$ cat src/rtl/pc_fetch_pkg.sv
// Shared types and constants for the PC/fetch unit.
package pc_fetch_pkg;

  typedef enum logic [2:0] {
    START   = 3'd0,
    REQ     = 3'd1,
    WAIT    = 3'd2,
    DELIVER = 3'd3,
    FAULT   = 3'd4
  } fetch_state_t;

  typedef enum logic [1:0] {
    PC_PLUS4  = 2'd0,
    PC_TARGET = 2'd1,
    PC_ALU    = 2'd2
  } pc_src_t;

  localparam logic [31:0] NOP_INSTR = 32'h0000_0013;

endpackage

$ cat src/rtl/pc_fetch_unit_next_pc_sel.sv
// Next-PC mux: PC+4, branch/JAL target, JALR target, with alignment handling.
// With PC_FETCH_MISALIGN_TRAP_EN the raw target is passed through and flagged.
module next_pc_sel
  import pc_fetch_pkg::*;
(
  input  logic [31:0] pc,
  input  logic [1:0]  pcSrc,
  input  logic [31:0] pcTarget,
  input  logic [31:0] aluResult,
  output logic [31:0] pcPlus4,
`ifdef PC_FETCH_MISALIGN_TRAP_EN
  output logic        misaligned,
`endif
  output logic [31:0] nextPc
);

  logic [31:0] rawNext;

  assign pcPlus4 = pc + 32'd4;

  // Encoding 3 is reserved and behaves like sequential fetch.
  always_comb begin
    rawNext = pcPlus4;
    case (pcSrc)
      PC_TARGET: rawNext = pcTarget;
      PC_ALU:    rawNext = aluResult & ~32'd1;
      default:   rawNext = pcPlus4;
    endcase
  end

`ifdef PC_FETCH_MISALIGN_TRAP_EN
  assign misaligned = |rawNext[1:0];
  assign nextPc     = rawNext;
`else
  assign nextPc     = rawNext & ~32'd3;
`endif

endmodule

$ cat src/rtl/pc_fetch_unit.sv
// Program counter owner and single-outstanding instruction fetcher.
// Optional misaligned-target trap: PC_FETCH_MISALIGN_TRAP_EN.
module pc_fetch_unit #(
  parameter logic [31:0] RESET_VECTOR = 32'h0000_0000,
  parameter logic [31:0] FLUSH_VECTOR = 32'h0000_0100,
  parameter logic [31:0] NOP_INSTR    = pc_fetch_pkg::NOP_INSTR
) (
  input  logic        clk,
  input  logic        rstN,
  input  logic [1:0]  pcSrc,
  input  logic [31:0] pcTarget,
  input  logic [31:0] aluResult,
  input  logic        flush,
  output logic        imemReq,
  output logic [31:0] imemAddr,
  input  logic        imemGnt,
  input  logic        imemValid,
  input  logic [31:0] imemRdata,
  output logic        instrValid,
  input  logic        instrReady,
  output logic [31:0] instr,
  output logic [31:0] pc,
  output logic [31:0] pcPlus4,
  output logic        fetchFault,
  output logic [2:0]  fsmState
);
  import pc_fetch_pkg::*;

  // Handshakes: imem transfers a request on imemReq && imemGnt and returns
  // exactly one response on imemValid; decode takes instr on instrValid && instrReady.

  fetch_state_t state, stateNext;
  logic [31:0]  pcNext, instrNext, nextPc;
  logic         dropPending, dropNext;

`ifdef PC_FETCH_MISALIGN_TRAP_EN
  logic faultQ, faultNext, misaligned;
  assign fetchFault = faultQ;
`else
  assign fetchFault = 1'b0;
`endif

  next_pc_sel uNextPcSel (
    .pc        (pc),
    .pcSrc     (pcSrc),
    .pcTarget  (pcTarget),
    .aluResult (aluResult),
    .pcPlus4   (pcPlus4),
`ifdef PC_FETCH_MISALIGN_TRAP_EN
    .misaligned(misaligned),
`endif
    .nextPc    (nextPc)
  );

  assign imemReq    = (state == REQ);
  assign imemAddr   = pc;
  assign instrValid = (state == DELIVER);
  assign fsmState   = state;

  always_ff @(posedge clk or negedge rstN) begin
    if (!rstN) begin
      state       <= START;
      pc          <= RESET_VECTOR;
      instr       <= NOP_INSTR;
      dropPending <= 1'b0;
`ifdef PC_FETCH_MISALIGN_TRAP_EN
      faultQ      <= 1'b0;
`endif
    end else begin
      state       <= stateNext;
      pc          <= pcNext;
      instr       <= instrNext;
      dropPending <= dropNext;
`ifdef PC_FETCH_MISALIGN_TRAP_EN
      faultQ      <= faultNext;
`endif
    end
  end

  always_comb begin
    stateNext = state;
    pcNext    = pc;
    instrNext = instr;
    dropNext  = dropPending;
`ifdef PC_FETCH_MISALIGN_TRAP_EN
    faultNext = faultQ;
`endif
    if (flush) begin
      pcNext    = FLUSH_VECTOR;
      instrNext = NOP_INSTR;
      stateNext = REQ;
      dropNext  = 1'b0;
`ifdef PC_FETCH_MISALIGN_TRAP_EN
      faultNext = 1'b0;
`endif
      // A fetch still in flight must have its response swallowed.
      if ((state == WAIT && !imemValid) || (state == REQ && imemGnt)) begin
        dropNext  = 1'b1;
        stateNext = WAIT;
      end
    end else begin
      case (state)
        START: stateNext = REQ;
        REQ: begin
          if (imemGnt) stateNext = WAIT;
        end
        WAIT: begin
          if (imemValid) begin
            if (dropPending) begin
              dropNext  = 1'b0;
              stateNext = REQ;
            end else begin
              instrNext = imemRdata;
              stateNext = DELIVER;
            end
          end
        end
        DELIVER: begin
          if (instrReady) begin
            pcNext    = nextPc;
            instrNext = NOP_INSTR;
            stateNext = REQ;
`ifdef PC_FETCH_MISALIGN_TRAP_EN
            if (misaligned) begin
              faultNext = 1'b1;
              stateNext = FAULT;
            end
`endif
          end
        end
`ifdef PC_FETCH_MISALIGN_TRAP_EN
        FAULT: stateNext = FAULT;
`endif
        default: stateNext = START;
      endcase
    end
  end

endmodule

$ cat config.mk
export PLATFORM = sky130hd
export DESIGN_NAME = pc_fetch_unit
export DESIGN_NICKNAME = d
export VERILOG_FILES = /design/src/rtl/pc_fetch_pkg.sv /design/src/rtl/pc_fetch_unit_next_pc_sel.sv /design/src/rtl/pc_fetch_unit.sv
export SDC_FILE = /design/constraint.sdc
export NUM_CORES = 1
export LEC_CHECK = 0
export CORE_AREA = 2 2 103 105
export CTS_BUF_LIST = sky130_fd_sc_hd__clkbuf_4 sky130_fd_sc_hd__clkbuf_8
export DETAILED_ROUTE_END_ITERATION = 16
export DIE_AREA = 0 0 105 107
export PLACE_DENSITY_LB_ADDON = 0.05
export SLEW_MARGIN = 25
export SYNTH_ARGS = -nofsm -noshare
export SYNTH_HDL_FRONTEND = slang
export SYNTH_SLANG_ARGS = --single-unit
$ cat constraint.sdc
create_clock -name clk -period 5.9 [get_ports clk]
set_input_delay 0.59 -clock clk [delete_from_list [all_inputs] [get_ports clk]]
set_output_delay 0.59 -clock clk [all_outputs]
set_load 0.005 [all_outputs]
==> results.cfg <==
[status]
outcome = completed

[synth]
syn_avg_cell_area_sq_um = 8.39
synth-compound-area-share = 0.201
synthMuxAreaShare = 0.00235
sequential_element_share_of_the_synthesized_area = 0.382
syn-cell-area_sq_um = 4260
synth-main-ff-cell = sky130_fd_sc_hd__dfrtp_1
synth.top_cells.by_area = sky130_fd_sc_hd__dfrtp_1, sky130_fd_sc_hd__buf_4, sky130_fd_sc_hd__nand2_1
synth_seq_cells = 65
post_synth_xor_area_fraction = 0.0575
cells_after_synth = 508
synthDistinctLibCells = 50
synth_edf_count = 0
synthAdderAreaFrac = 0.00881
synth_largest_area_cell = sky130_fd_sc_hd__dfrtp_1
combinational_family_with_the_most_area_after_synthesis = simple AND/OR/NAND/NOR gates
synth-simple-area-share = 0.232
synth.top_cell.area_share = 0.364
postSynth.asyncResetShare = 1.00
yosysWarnings = 0

[clock_network]
cts_setup_buffers = 0
number_of_buffers_inserted_during_clock_tree_synthesis = 9
number_of_h_tree_levels = 3
clk_slew_on_worst_s_h_paths_ns = 0.07
cts_tree = done
hold_buffers = 0
clk_latency_ns = 0.35
cell_at_the_root_of_the_clock_tree = sky130_fd_sc_hd__clkbuf_8
clock-sinks = 65
postCtsResizedCells = 0
clock_path_buffers = 2

[power_and_ir_drop]
peakVddDrop_mv = 0.155
static-leakage-power_uw = 0.00276
p_per_area_nw_per_um2 = 269

[setup_path]
startpoint_type = flip-flop
arrival_ns = 2.90
timing.critical_path.required_ns = 5.31
timing.reg2reg.setup_slack_ns = 3.56
cp_num_buf_inv = 1
worst-setup-path-type = flip-flop to output pin
crit_path_largest_cell_delay_ns = 0.53
worst-path-max-fanout = 8
critPathCaptureType = output pin
cell_class_contributing_the_biggest_share_of_worst_path_delay = simple AND/OR/NAND/NOR gates
timing.critical_path.cells = ha_1, nand3_1, or4_4, nor3_1, xor2_1, clkdlybuf4s50_1
critical-path-slowest-cell = sky130_fd_sc_hd__or4_4

[final_layout]
area_of_the_multi_input_gates_sq_um = 2190
finalNetCount = 789
regArea_sq_um = 1630
final_cell_mix = sky130_fd_sc_hd__clkdlybuf4s50_1, sky130_fd_sc_hd__nand2_1, sky130_fd_sc_hd__dfrtp_1
diodes = 0
fillCellCount = 889
area.growth.synth_to_final_pct = 52.2
layout_commonest_cell = sky130_fd_sc_hd__clkdlybuf4s50_1
drive_gt1_frac = 0.0539

[die]
number_of_i_o_pins = 238
placeableCoreArea_sq_um = 10100
placement_rows = 37
floorplan.initialDensity = 0.422
die_height_um = 107
die_width_um = 105
die-area_sq_um = 11200

[routing]
wire_per_inst_um = 16.4
antenna_violating_nets_post_route = 0
dr.pass1.iters = 4
route.detailed.drc = 0
drt-initial-drc-count = 261
route.detailed.vias_per_inst = 5.39
detailroute.via_count = 4432
route.final.wire_length_mm = 13.5

[sta]
timing.final.crit_period_ns = 3.49
grt_setup_unrepaired = no
post-route-worst-setup-slack_ns = 2.41
timing.final.crit_share = 0.592
tightestPinTransition_ns = 1.00
timing.final.setup_violations = 0
final_hold_viols = 0
fin_tns_setup_ns = 0
skew_ns = 0.0160
timing_max_transition_violations_final = 0
slew_headroom = 0.332
fmax_mhz = 286

[placed_design]
detailedPlacementHpwl_mm = 9.86
pre_cts_ws_ns = 2.78
routabilityCongestion = 0.731
portBuffers = 225

[global_routing]
grt_overflow_total = 0
grt_pass1_wl_mm = 21.4
global_route_usage_over_all_layers = 0.235
antenna_found_initial = 0
grt_pass1_vias = 4225
grt_start_max_net_pins = 66

[flow_run]
cap_viol_max_count = 0

[worst_hold_path]
min-delay-path-class = primary input to async pin
[synthesized netlist by cell type, types with 9 or more instances]
cell type,number
sky130_fd_sc_hd__a21oi_1,9
sky130_fd_sc_hd__nand3_1,42
sky130_fd_sc_hd__clkbuf_1,28
sky130_fd_sc_hd__nor2_1,49
sky130_fd_sc_hd__nor3_1,9
sky130_fd_sc_hd__inv_1,14
sky130_fd_sc_hd__nand4_1,10
sky130_fd_sc_hd__buf_4,38
sky130_fd_sc_hd__xnor2_1,22
sky130_fd_sc_hd__dfrtp_1,62
sky130_fd_sc_hd__a22o_1,14
sky130_fd_sc_hd__o21ai_0,20
sky130_fd_sc_hd__a21o_1,12
sky130_fd_sc_hd__a221oi_1,25
sky130_fd_sc_hd__nand2_1,75
[state kept, by name, summed over array words and instances (netlist names)]
register     cells
dropPending      1
imemAddr        30
instr           32
fsmState         2
[through the flow]
step | cells | instance area, sq um | power, uW | util | hold WS (ns)
floorplan | 515 | 4290 | 987 | - | 0.294
global placement | 807 | 6300 | 1390 | 0.625 | 0.449
detailed placement | 807 | 6310 | 1410 | 0.625 | 0.455
CTS | 822 | 6480 | 1760 | 0.642 | 0.382
global route | 822 | 6490 | 1860 | 0.643 | 0.396
finish | 822 | 6490 | 1750 | 0.643 | 0.335
[layer usage]
layer  GRT usage  routed length [um]  up-vias
li1            -                   -     2114
met4      0.0762                 160        0
met3      0.0687                1140       13
met1       0.273                5260     2125
met5           0                   0        -
met2       0.418                6900      180
[report_power, final]
| group | total (uW) | leakage (uW) | switching (uW) | internal [uW] |
|---|---|---|---|---|
| sequential | 654 | 0.000861 | 112 | 542 |
| combinational | 749 | 0.00181 | 314 | 435 |
| clock | 344 | 0.0000891 | 174 | 170 |
[cell type report]
type | instances | share of cell area
multi-input cells | 364 | 0.338
well taps | 136 | 0.0262
flip-flops and latches | 65 | 0.251
repair buffers | 228 | 0.350
clock buffers | 12 | 0.0235
clock inverters | 3 | 0.00270
inverters | 14 | 0.00810
[cells by family after synthesis]
logic type | count (synthesis)
and+or+nand+nor | 209
xor gates and xnor gates | 28
other | 1
buffers and inverters | 86
AOI/OAI and AO/OA | 115
adders and majority gates | 3
muxes | 1
DFF | 65
[worst paths after layout]
kind / depth (start not counted) / start / to
worst max register to register: 6 / imemAddr[2] / imemAddr[22]
worst min register to register: 2 / instr[24] / instr[24]
min in group clk: 2 / instr[24] / instr[24]
worst max-delay path: 6 / imemAddr[2] / pcPlus4[22]
max in group asynchronous: 1 / rstN / dropPending
worst min-delay path: 1 / rstN / imemAddr[27]
Note: power is estimated with default switching activity, not from simulation.
